===== config.mk =====
export PLATFORM = sky130hd
export DESIGN_NAME = jtag_vector_player
export DESIGN_NICKNAME = d
export VERILOG_FILES = /design/src/rtl/jtag_pkg.sv /design/src/rtl/jtag_tck_gen.sv /design/src/rtl/jtag_vector_player.sv
export SDC_FILE = /design/constraint.sdc
export NUM_CORES = 1
export LEC_CHECK = 0
export CORE_MARGIN = 1.5
export CORE_UTILIZATION = 55
export DETAILED_ROUTE_END_ITERATION = 16
export PLACE_DENSITY_LB_ADDON = 0.05
export SETUP_SLACK_MARGIN = 0.5
export SYNTH_ARGS = -nofsm -noshare
export SYNTH_HDL_FRONTEND = slang
export SYNTH_SLANG_ARGS = --single-unit

===== constraint.sdc =====
create_clock -name clk -period 4.1 [get_ports clk]
set_clock_uncertainty 0.1 [all_clocks]
set_input_delay 0.82 -clock clk [delete_from_list [all_inputs] [get_ports clk]]
set_output_delay 0.82 -clock clk [all_outputs]
set_load 0.01 [all_outputs]

===== src/rtl/jtag_pkg.sv =====
// Shared types and bit positions for the JTAG vector player: FSM states,
// vector byte fields, result byte fields and a result byte packer.
package jtag_pkg;

   typedef enum logic [2:0] {
      IDLE,
      FETCH,
      WAIT,
      LOW,
      HIGH,
      WRITE,
      DONE
   } state_t;

   localparam int VEC_TMS = 0;
   localparam int VEC_TDI = 1;
   localparam int VEC_CAP = 2;
   localparam int VEC_EXP = 3;

   localparam int RES_TDO = 0;
   localparam int RES_CAP = 1;
   localparam int RES_MIS = 2;

   function automatic logic [7:0] make_result(input logic tdo_bit,
                                              input logic cap_bit,
                                              input logic mis_bit);
      logic [7:0] r;
      r          = '0;
      r[RES_TDO] = tdo_bit;
      r[RES_CAP] = cap_bit;
      r[RES_MIS] = mis_bit;
      return r;
   endfunction

endpackage


===== src/rtl/jtag_tck_gen.sv =====
// TCK phase generator: counts half_i clk cycles per phase, toggles TCK at the
// end of each phase and flags that last cycle with phase_end_o.
module jtag_tck_gen #(
   parameter int DIV_W = 16
) (
   input  logic             clk,
   input  logic             reset_n,
   input  logic             load_i,
   input  logic             run_i,
   input  logic             clear_i,
   input  logic [DIV_W-1:0] half_i,
   output logic             tck_o,
   output logic             phase_end_o
);

   logic [DIV_W-1:0] cnt_q, cnt_d;
   logic             tck_q, tck_d;

   assign phase_end_o = run_i && (cnt_q == '0);
   assign tck_o       = tck_q;

   // half_i is at least 1, so reloading half_i-1 yields exactly half_i cycles per phase
   always_comb begin
      cnt_d = cnt_q;
      tck_d = tck_q;
      if (clear_i) begin
         cnt_d = '0;
         tck_d = 1'b0;
      end else if (load_i) begin
         cnt_d = half_i - DIV_W'(1);
         tck_d = 1'b0;
      end else if (run_i) begin
         if (cnt_q == '0) begin
            cnt_d = half_i - DIV_W'(1);
            tck_d = ~tck_q;
         end else begin
            cnt_d = cnt_q - DIV_W'(1);
         end
      end
   end

   always_ff @(posedge clk or negedge reset_n) begin
      if (!reset_n) begin
         cnt_q <= '0;
         tck_q <= 1'b0;
      end else begin
         cnt_q <= cnt_d;
         tck_q <= tck_d;
      end
   end

endmodule


===== src/rtl/jtag_vector_player.sv =====
// Plays JTAG vectors from vector RAM 1 onto TCK/TMS/TDI and writes one result
// byte per vector to vector RAM 2. Define JTAG_TDO_COMPARE_EN for TDO compare.
module jtag_vector_player
   import jtag_pkg::*;
#(
   parameter int ADDR_W = 12,
   parameter int DIV_W  = 16
) (
   input  logic              clk,
   input  logic              reset_n,
   input  logic              start,
   input  logic              abort,
   input  logic [ADDR_W:0]   length,
   input  logic [DIV_W-1:0]  tck_half,
   output logic              busy,
   output logic              done,
   output logic [ADDR_W-1:0] vector_1_addr,
   input  logic [7:0]        vector_1_rd_data,
   output logic [ADDR_W-1:0] vector_2_addr,
   output logic              vector_2_we,
   output logic [7:0]        vector_2_wr_data,
   output logic              tck,
   output logic              tms,
   output logic              tdi,
   input  logic              tdo,
   output logic [ADDR_W:0]   mismatch_cnt
);

   state_t            state_q, state_d;
   logic [ADDR_W-1:0] idx_q, idx_d;
   logic [ADDR_W-1:0] last_q;
   logic [DIV_W-1:0]  half_q;
   logic              tms_q, tdi_q, cap_q;
   logic              tdo_meta_q, tdo_s_q;
   logic [ADDR_W-1:0] rd_addr_q, wr_addr_q;
   logic              we_q, busy_q, done_q;
   logic [7:0]        wr_data_q;
   logic              accept, write_entry, phase_end, mis_bit, unused_bits;
   logic [ADDR_W:0]   len_m1;

   assign accept      = (state_q == IDLE) && start && !abort;
   assign len_m1      = length - (ADDR_W+1)'(1);
   assign write_entry = (state_d == WRITE);

   jtag_tck_gen #(.DIV_W(DIV_W)) u_tck_gen (
      .clk        (clk),
      .reset_n    (reset_n),
      .load_i     (state_q == WAIT),
      .run_i      ((state_q == LOW) || (state_q == HIGH)),
      .clear_i    (abort),
      .half_i     (half_q),
      .tck_o      (tck),
      .phase_end_o(phase_end)
   );

   always_comb begin
      state_d = state_q;
      idx_d   = idx_q;
      unique case (state_q)
         IDLE: begin
            if (start) begin
               idx_d   = '0;
               state_d = (length != '0) ? FETCH : DONE;
            end
         end
         FETCH: state_d = WAIT;
         WAIT:  state_d = LOW;
         LOW:   if (phase_end) state_d = HIGH;
         HIGH:  if (phase_end) state_d = WRITE;
         WRITE: begin
            if (idx_q == last_q) begin
               state_d = DONE;
            end else begin
               idx_d   = idx_q + ADDR_W'(1);
               state_d = FETCH;
            end
         end
         DONE:    state_d = IDLE;
         default: state_d = IDLE;
      endcase
      if (abort) state_d = IDLE;
   end

   // Registered outputs follow the next state, so they line up with the state they belong to
   always_ff @(posedge clk or negedge reset_n) begin
      if (!reset_n) begin
         state_q    <= IDLE;
         idx_q      <= '0;
         last_q     <= '0;
         half_q     <= DIV_W'(1);
         tms_q      <= 1'b1;
         tdi_q      <= 1'b0;
         cap_q      <= 1'b0;
         tdo_meta_q <= 1'b0;
         tdo_s_q    <= 1'b0;
         rd_addr_q  <= '0;
         wr_addr_q  <= '0;
         wr_data_q  <= '0;
         we_q       <= 1'b0;
         busy_q     <= 1'b0;
         done_q     <= 1'b0;
      end else begin
         state_q    <= state_d;
         idx_q      <= idx_d;
         rd_addr_q  <= idx_d;
         tdo_meta_q <= tdo;
         tdo_s_q    <= tdo_meta_q;
         busy_q     <= state_d inside {FETCH, WAIT, LOW, HIGH, WRITE};
         done_q     <= (state_d == DONE);
         we_q       <= write_entry;
         if (accept) begin
            last_q <= len_m1[ADDR_W-1:0];
            half_q <= (tck_half == '0) ? DIV_W'(1) : tck_half;
         end
         if (state_q == WAIT && !abort) begin
            tms_q <= vector_1_rd_data[VEC_TMS];
            tdi_q <= vector_1_rd_data[VEC_TDI];
            cap_q <= vector_1_rd_data[VEC_CAP];
         end
         if (write_entry) begin
            wr_addr_q <= idx_q;
            wr_data_q <= make_result(cap_q & tdo_s_q, cap_q, mis_bit);
         end
      end
   end

`ifdef JTAG_TDO_COMPARE_EN
   logic            exp_q;
   logic [ADDR_W:0] mis_cnt_q;

   // Mismatches are counted as the result byte is formed, saturating at all-ones
   always_ff @(posedge clk or negedge reset_n) begin
      if (!reset_n) begin
         exp_q     <= 1'b0;
         mis_cnt_q <= '0;
      end else begin
         if (state_q == WAIT && !abort) exp_q <= vector_1_rd_data[VEC_EXP];
         if (accept) begin
            mis_cnt_q <= '0;
         end else if (write_entry && mis_bit && (mis_cnt_q != '1)) begin
            mis_cnt_q <= mis_cnt_q + (ADDR_W+1)'(1);
         end
      end
   end

   assign mis_bit      = cap_q && (tdo_s_q != exp_q);
   assign mismatch_cnt = mis_cnt_q;
   assign unused_bits  = ^{vector_1_rd_data[7:4], len_m1[ADDR_W]};
`else
   assign mis_bit      = 1'b0;
   assign mismatch_cnt = '0;
   assign unused_bits  = ^{vector_1_rd_data[7:3], len_m1[ADDR_W]};
`endif

   assign busy             = busy_q;
   assign done             = done_q;
   assign vector_1_addr    = rd_addr_q;
   assign vector_2_addr    = wr_addr_q;
   assign vector_2_we      = we_q;
   assign vector_2_wr_data = wr_data_q;
   assign tms              = tms_q;
   assign tdi              = tdi_q;

endmodule


# [Yosys cells after proc, flatten, opt, wreduce, memory -nomap -nowiden]
# Index checks and enable logic that the tools add are counted.
[classes] n_reduce_logical=16 shifts=0 eq_ne=14 n_addsub=4 mux=19 div_mod_pow=0 bitwise=2 n_lt_le_gt_ge=0 mul=0
[ops] op="16-bit two-way mux" count=5
[ops] op="16-bit logical NOT" count=2
[ops] op="16-bit by 1-bit subtractor with 16-bit output (second input constant)" count=2
[ops] op="12-bit two-way mux" count=2
[ops] op="12-bit case mux with 2 select lines" count=1
[ops] op="3-bit two-way mux" count=6
[ops] op="3-bit case mux with 6 select lines" count=1
[ops] op="3-bit == test (second input constant)" count=5
[ops] op="13-bit nonzero test" count=1
[ops] op="12-bit by 1-bit adder with 12-bit output (second input constant)" count=1
[ops] op="12-bit == test" count=1
[ops] op="3-bit by 2-bit == test with 1-bit output (second input constant)" count=4
[ops] op="12-bit by 1-bit subtractor with 12-bit output (second input constant)" count=1
[ops] op="3-bit by 1-bit == test with 1-bit output (second input constant)" count=2
[ops] op="3-bit nonzero test" count=2
[ops] op="5-bit nonzero test" count=1
[ops] op="1-bit logical AND" count=4
[ops] op="1-bit two-way mux" count=4
[ops] op="2-bit inequality test (second input constant)" count=2
[ops] op="3-bit logical NOT" count=1
[ops] op="3-bit AND reduction" count=1
[ops] op="2-bit AND reduction" count=1
[ops] op="2-bit nonzero test" count=1
[ops] op="1-bit bitwise AND" count=1
[ops] op="other kinds (3)" count=3
[word_totals] inputBits=42 rom_bits=0 output_inout_bits=51 latch_bits=0 n_memories=0 regBits=82 word_cells=71 ram_bits=0

# [Depth between registers and ports, before layout]
[logic_depth] depth_word=8 mapped_depth=8 mapped_depth_nobuf=7

# [Cells and area by module]
# From an unflattened synthesis, not the netlist that was laid out.
[unflattened] hier_cells=484 area_unflattened_um2=4531.8
[modules_own_cells] module="jtag_vector_player" n_inst=1 cells_each=317 area_each_um2=3146.8 seq_area_each_um2=1629.1
[modules_own_cells] module="jtag_tck_gen" n_inst=1 cells_each=167 area_each_um2=1385.1 seq_area_each_um2=425.4

# [Least setup slack after synthesis]
# OpenSTA, ideal clock, no wires.
[synth_timing] path_type="input-to-reg" from="input length[4]" to="register wr_addr_q[10], in the netlist vector_2_addr[10]" required_ns=3.875 arrival_ns=2.748 setup_slack_ns=1.127 setup_time_ns=0.125 stages=7 path_cell_list="or4_4 > nor4_4 > and4_4 > a21oi_2 > a221oi_4 > buf_12 > mux2_4"
[synth_between] elab_chain_len=6
[synth_rtl] element="start: declaration" line_no="jtag_vector_player.sv:13" text="input logic [ADDR_W:0] length,"
[synth_rtl] element="13-bit nonzero test" line_no="jtag_vector_player.sv:63" text="state_d = (length != '0) ? FETCH : DONE;"
[synth_rtl] element="3-bit two-way mux" line_no="jtag_vector_player.sv:63"
[synth_rtl] element="3-bit two-way mux" line_no="jtag_vector_player.sv:61" text="if (start) begin"
[synth_rtl] element="3-bit case mux with 6 select lines" line_no="jtag_vector_player.sv:59" text="unique case (state_q)"
[synth_rtl] element="3-bit two-way mux" line_no="jtag_vector_player.sv:81" text="if (abort) state_d = IDLE;"
[synth_rtl] element="3-bit == test" line_no="jtag_vector_player.sv:43" text="assign write_entry = (state_d == WRITE);"
[synth_rtl] element="named net write_entry" line_no="jtag_vector_player.sv:38" text="logic accept, write_entry, phase_end, mis_bit, unused_bits;"
[synth_rtl] element="end signal: assignment" line_no="jtag_vector_player.sv:121" text="wr_addr_q <= idx_q;"
[synth_rtl] element="end: declaration" line_no="jtag_vector_player.sv:35" text="logic [ADDR_W-1:0] rd_addr_q, wr_addr_q;"
# The timed path passes the listed nets, and every way through them passes these cells.
# A chain may end at the register's enable or synchronous reset.

# [Worst setup path in the final report]
[layout_timing] from="input length[4]" to="register wr_addr_q[0], in the netlist vector_2_addr[0]"
[layout_between] elab_chain_len=6
[layout_rtl] element="13-bit nonzero test" line_no="jtag_vector_player.sv:63"
[layout_rtl] element="3-bit two-way mux" line_no="jtag_vector_player.sv:63"
[layout_rtl] element="3-bit two-way mux" line_no="jtag_vector_player.sv:61"
[layout_rtl] element="3-bit case mux with 6 select lines" line_no="jtag_vector_player.sv:59"
[layout_rtl] element="3-bit two-way mux" line_no="jtag_vector_player.sv:81"
[layout_rtl] element="3-bit == test" line_no="jtag_vector_player.sv:43"
# Every way passes these cells.

==> metrics.txt <==
run status finished, final reports clean; root buf cell clkbuf_8; Area contributors post-synth dfrtp_1 (44%), nand2_1 (6.4%), xor2_1 (5.4%); largest area contributor in the netlist dfrtp_1; die area 0.00888 mm^2; Period minus WS final 3.28 ns; synthesized flop and latch total 82; initial DRC count 225; GR Layer Usage met2 35.2%; CTS Buf Count 9; crit-path max FO 15; hold path startpoint tdo_meta_q$_DFF_PN0_; vias in the first global route 3312; EDFF count, synth 0; Setup TNS Final 0 ns; initial antenna violation count 0; TritonCTS clock tree done; maxcap violations 0; CTS H-tree depth 3; most frequent cells in the layout dfrtp_1 (80), nand2_1 (78), clkdlybuf4s50_1 (67); synth unique cells 55; WL per Instance 15.1 um; Antenna diodes 0; first-pass GRT wire length 16300 um; Seq/Total Area, Yosys 44.9%; syn avg cell area 9.50 um^2; part of the cycle the worst path needs 79.9%; RR Endpoint vector_2_addr[0]$_DFFE_PN0P_; worst slack, placed 0.450 ns; data required time of the worst path 4.23 ns; FF-to-FF Start vector_1_addr[2]$_DFFE_PN0P_; routed via count 3690; Achievable Freq 305 MHz; RSZ-0062 raised after global routing no; max-slew violation count 0; final-report setup violation count 0; Post-Layout Cell Count 654; clk_lat worst skew 0.35 ns; Register Area 0.00205 mm^2; FF-to-FF path depth 7; Routed Wire Length 9870 um; Post-Syn Area 0.00458 mm^2; Longest Clk Path Bufs 2; area grow syn2layout 19.2%; Tot GR Track Use 23.6%; slew margin rel. 34.4%; Min Hold Slack 0.255 ns; Initial Util 56.3%; Synth warnings 0; worst setup path class in2reg; # clock sinks 82; Rows 33; port buffer count 68; grt met3 use 3.64%; largest net degree at the start of global routing 83; Tightest Pin Transition 0.984 ns; ys async rst share 100%; Post-CTS Hold Buffers 0; worst vdd rail ir drop 0.000320 V; # nets final 593; Clk pin slew, worst setup/hold paths 0.08 ns; Post-DP HPWL 7250 um; die height 94.2 um; most used routing layer met2; fill count 660; setup bufs post-CTS 0; Final ANT Viol Nets 0; Startpoint Class primary input; fraction of layout cells with a size suffix above 1 9.11%; Cell Pwr Density 679 mW/mm^2; total core area 0.00813 mm^2; Top FF cell, synth dfrtp_1; final hold violation count 0; fin util 67.1%; gr ovfl total 0; # IOs 93; final worst slack 0.824 ns; Multi-input gate area 0.00232 mm^2; register-to-register setup slack 1.29 ns; hold path endpoint tdo_s_q$_DFF_PN0_; grt met1 use 35.0%; via density per instance 5.64; dpl cells 639; die width 94.2 um; Yosys top cell area share 43.7%; Syn Inst Count 482; commonest non-fill, non-tap cell in the layout dfrtp_1; DRC viols 0; CP endpoint kind flip-flop; drt pass-1 iters 5; Resized cells post-CTS 0; Worst Hold Depth 0; Worst Hold Class reg2reg; LEAKAGE 2.43 nW; Critical Path AT 3.41 ns; RD Place Congestion 0.842
## worst max-delay path, stage by stage
cell and delay, ns:
clkdlybuf4s50_1 0.48, or4_4 0.61, nor4_4 0.20, and4_4 0.29, a21oi_2 0.06, a221oi_4 0.26, buf_4 0.30, mux2_2 0.37
## sequential cells by signal, summed over array words and instances, names as in the netlist, 2 cells and up
register / flops
last_q: 12
vector_2_addr: 12
vector_1_addr: 12
u_tck_gen.cnt_q: 16
state_q: 3
half_q: 16
vector_2_wr_data: 2
## layer usage
metal / up-vias / part of all wire (%) / wire, um
met2: 124 / 44 / 4330
met4: 0 / 1.1 / 113
met3: 11 / 5.8 / 570
met1: 1751 / 49 / 4860
li1: 1804 / - / -
met5: - / 0 / 0
## cell type report
cell class / count / share of cell area, %
Timing Repair Buffer: 74 / 13.2
Multi-Input combinational cell: 367 / 42.4
Inverter: 11 / 0.756
Clock buffer: 10 / 2.52
Clock inverter: 5 / 1.01
Tap cell: 105 / 2.41
Sequential cell: 82 / 37.6
## report_power, final
group	internal, mW	total, mW	switching, mW
Clock	0.293	0.578	0.286
Sequential	1.04	1.29	0.250
Combinational	0.708	1.84	1.13
Total	2.04	3.70	1.66
## worst max-delay path by stage
stage                                    end  startpoint  slack (ns)  cells past startpoint
2_1_floorplan  vector_2_addr[10]$_DFFE_PN0P_   length[4]        1.13                      7
3_3_place_gp    vector_2_addr[2]$_DFFE_PN0P_   length[4]        0.50                      8
6_report        vector_2_addr[0]$_DFFE_PN0P_   length[4]        0.82                      8
5_1_grt         vector_2_addr[1]$_DFFE_PN0P_   length[4]        0.70                      8
3_5_place_dp    vector_2_addr[1]$_DFFE_PN0P_   length[4]        0.45                      8
4_1_cts         vector_2_addr[1]$_DFFE_PN0P_   length[4]        0.81                      8
## logic make-up after synthesis
family / synth area share (%)
buffers and inverters: 6.15
adders and majority gates: 1.64
other: 0.0819
muxes: 5.06
DFF: 44.9
xor gates and xnor gates: 7.65
and+or+nand+nor: 21.5
AOI/OAI and AO/OA: 13.1
## Yosys cell counts, types with 3 or more instances
library cell,count
dfrtp_1,80
nand2_1,78
o21ai_0,35
xor2_1,28
nor2_1,24
nor4_1,20
buf_4,19
a21oi_1,17
clkbuf_1,17
nor3_1,15
nand3_1,13
xnor2_1,12
inv_1,11
mux2_2,9
mux2_4,8
or3_1,7
ha_1,6
nand2b_1,6
or4_1,6
a31oi_1,5
o2bb2ai_1,5
nand4_1,4
nor2b_1,4
o2111ai_1,4
a22o_1,3
a32o_1,3
and3_1,3
nor4_4,3
o22ai_1,3
o31ai_1,3
## stage by stage
stage	power, mW	area (um^2)
2_1_floorplan	2.63	4650
3_3_place_gp	3.04	5270
3_5_place_dp	3.10	5270
4_1_cts	3.69	5460
5_1_grt	4.02	5460
6_report	3.70	5460
Note: power is estimated with default switching activity, not from simulation.
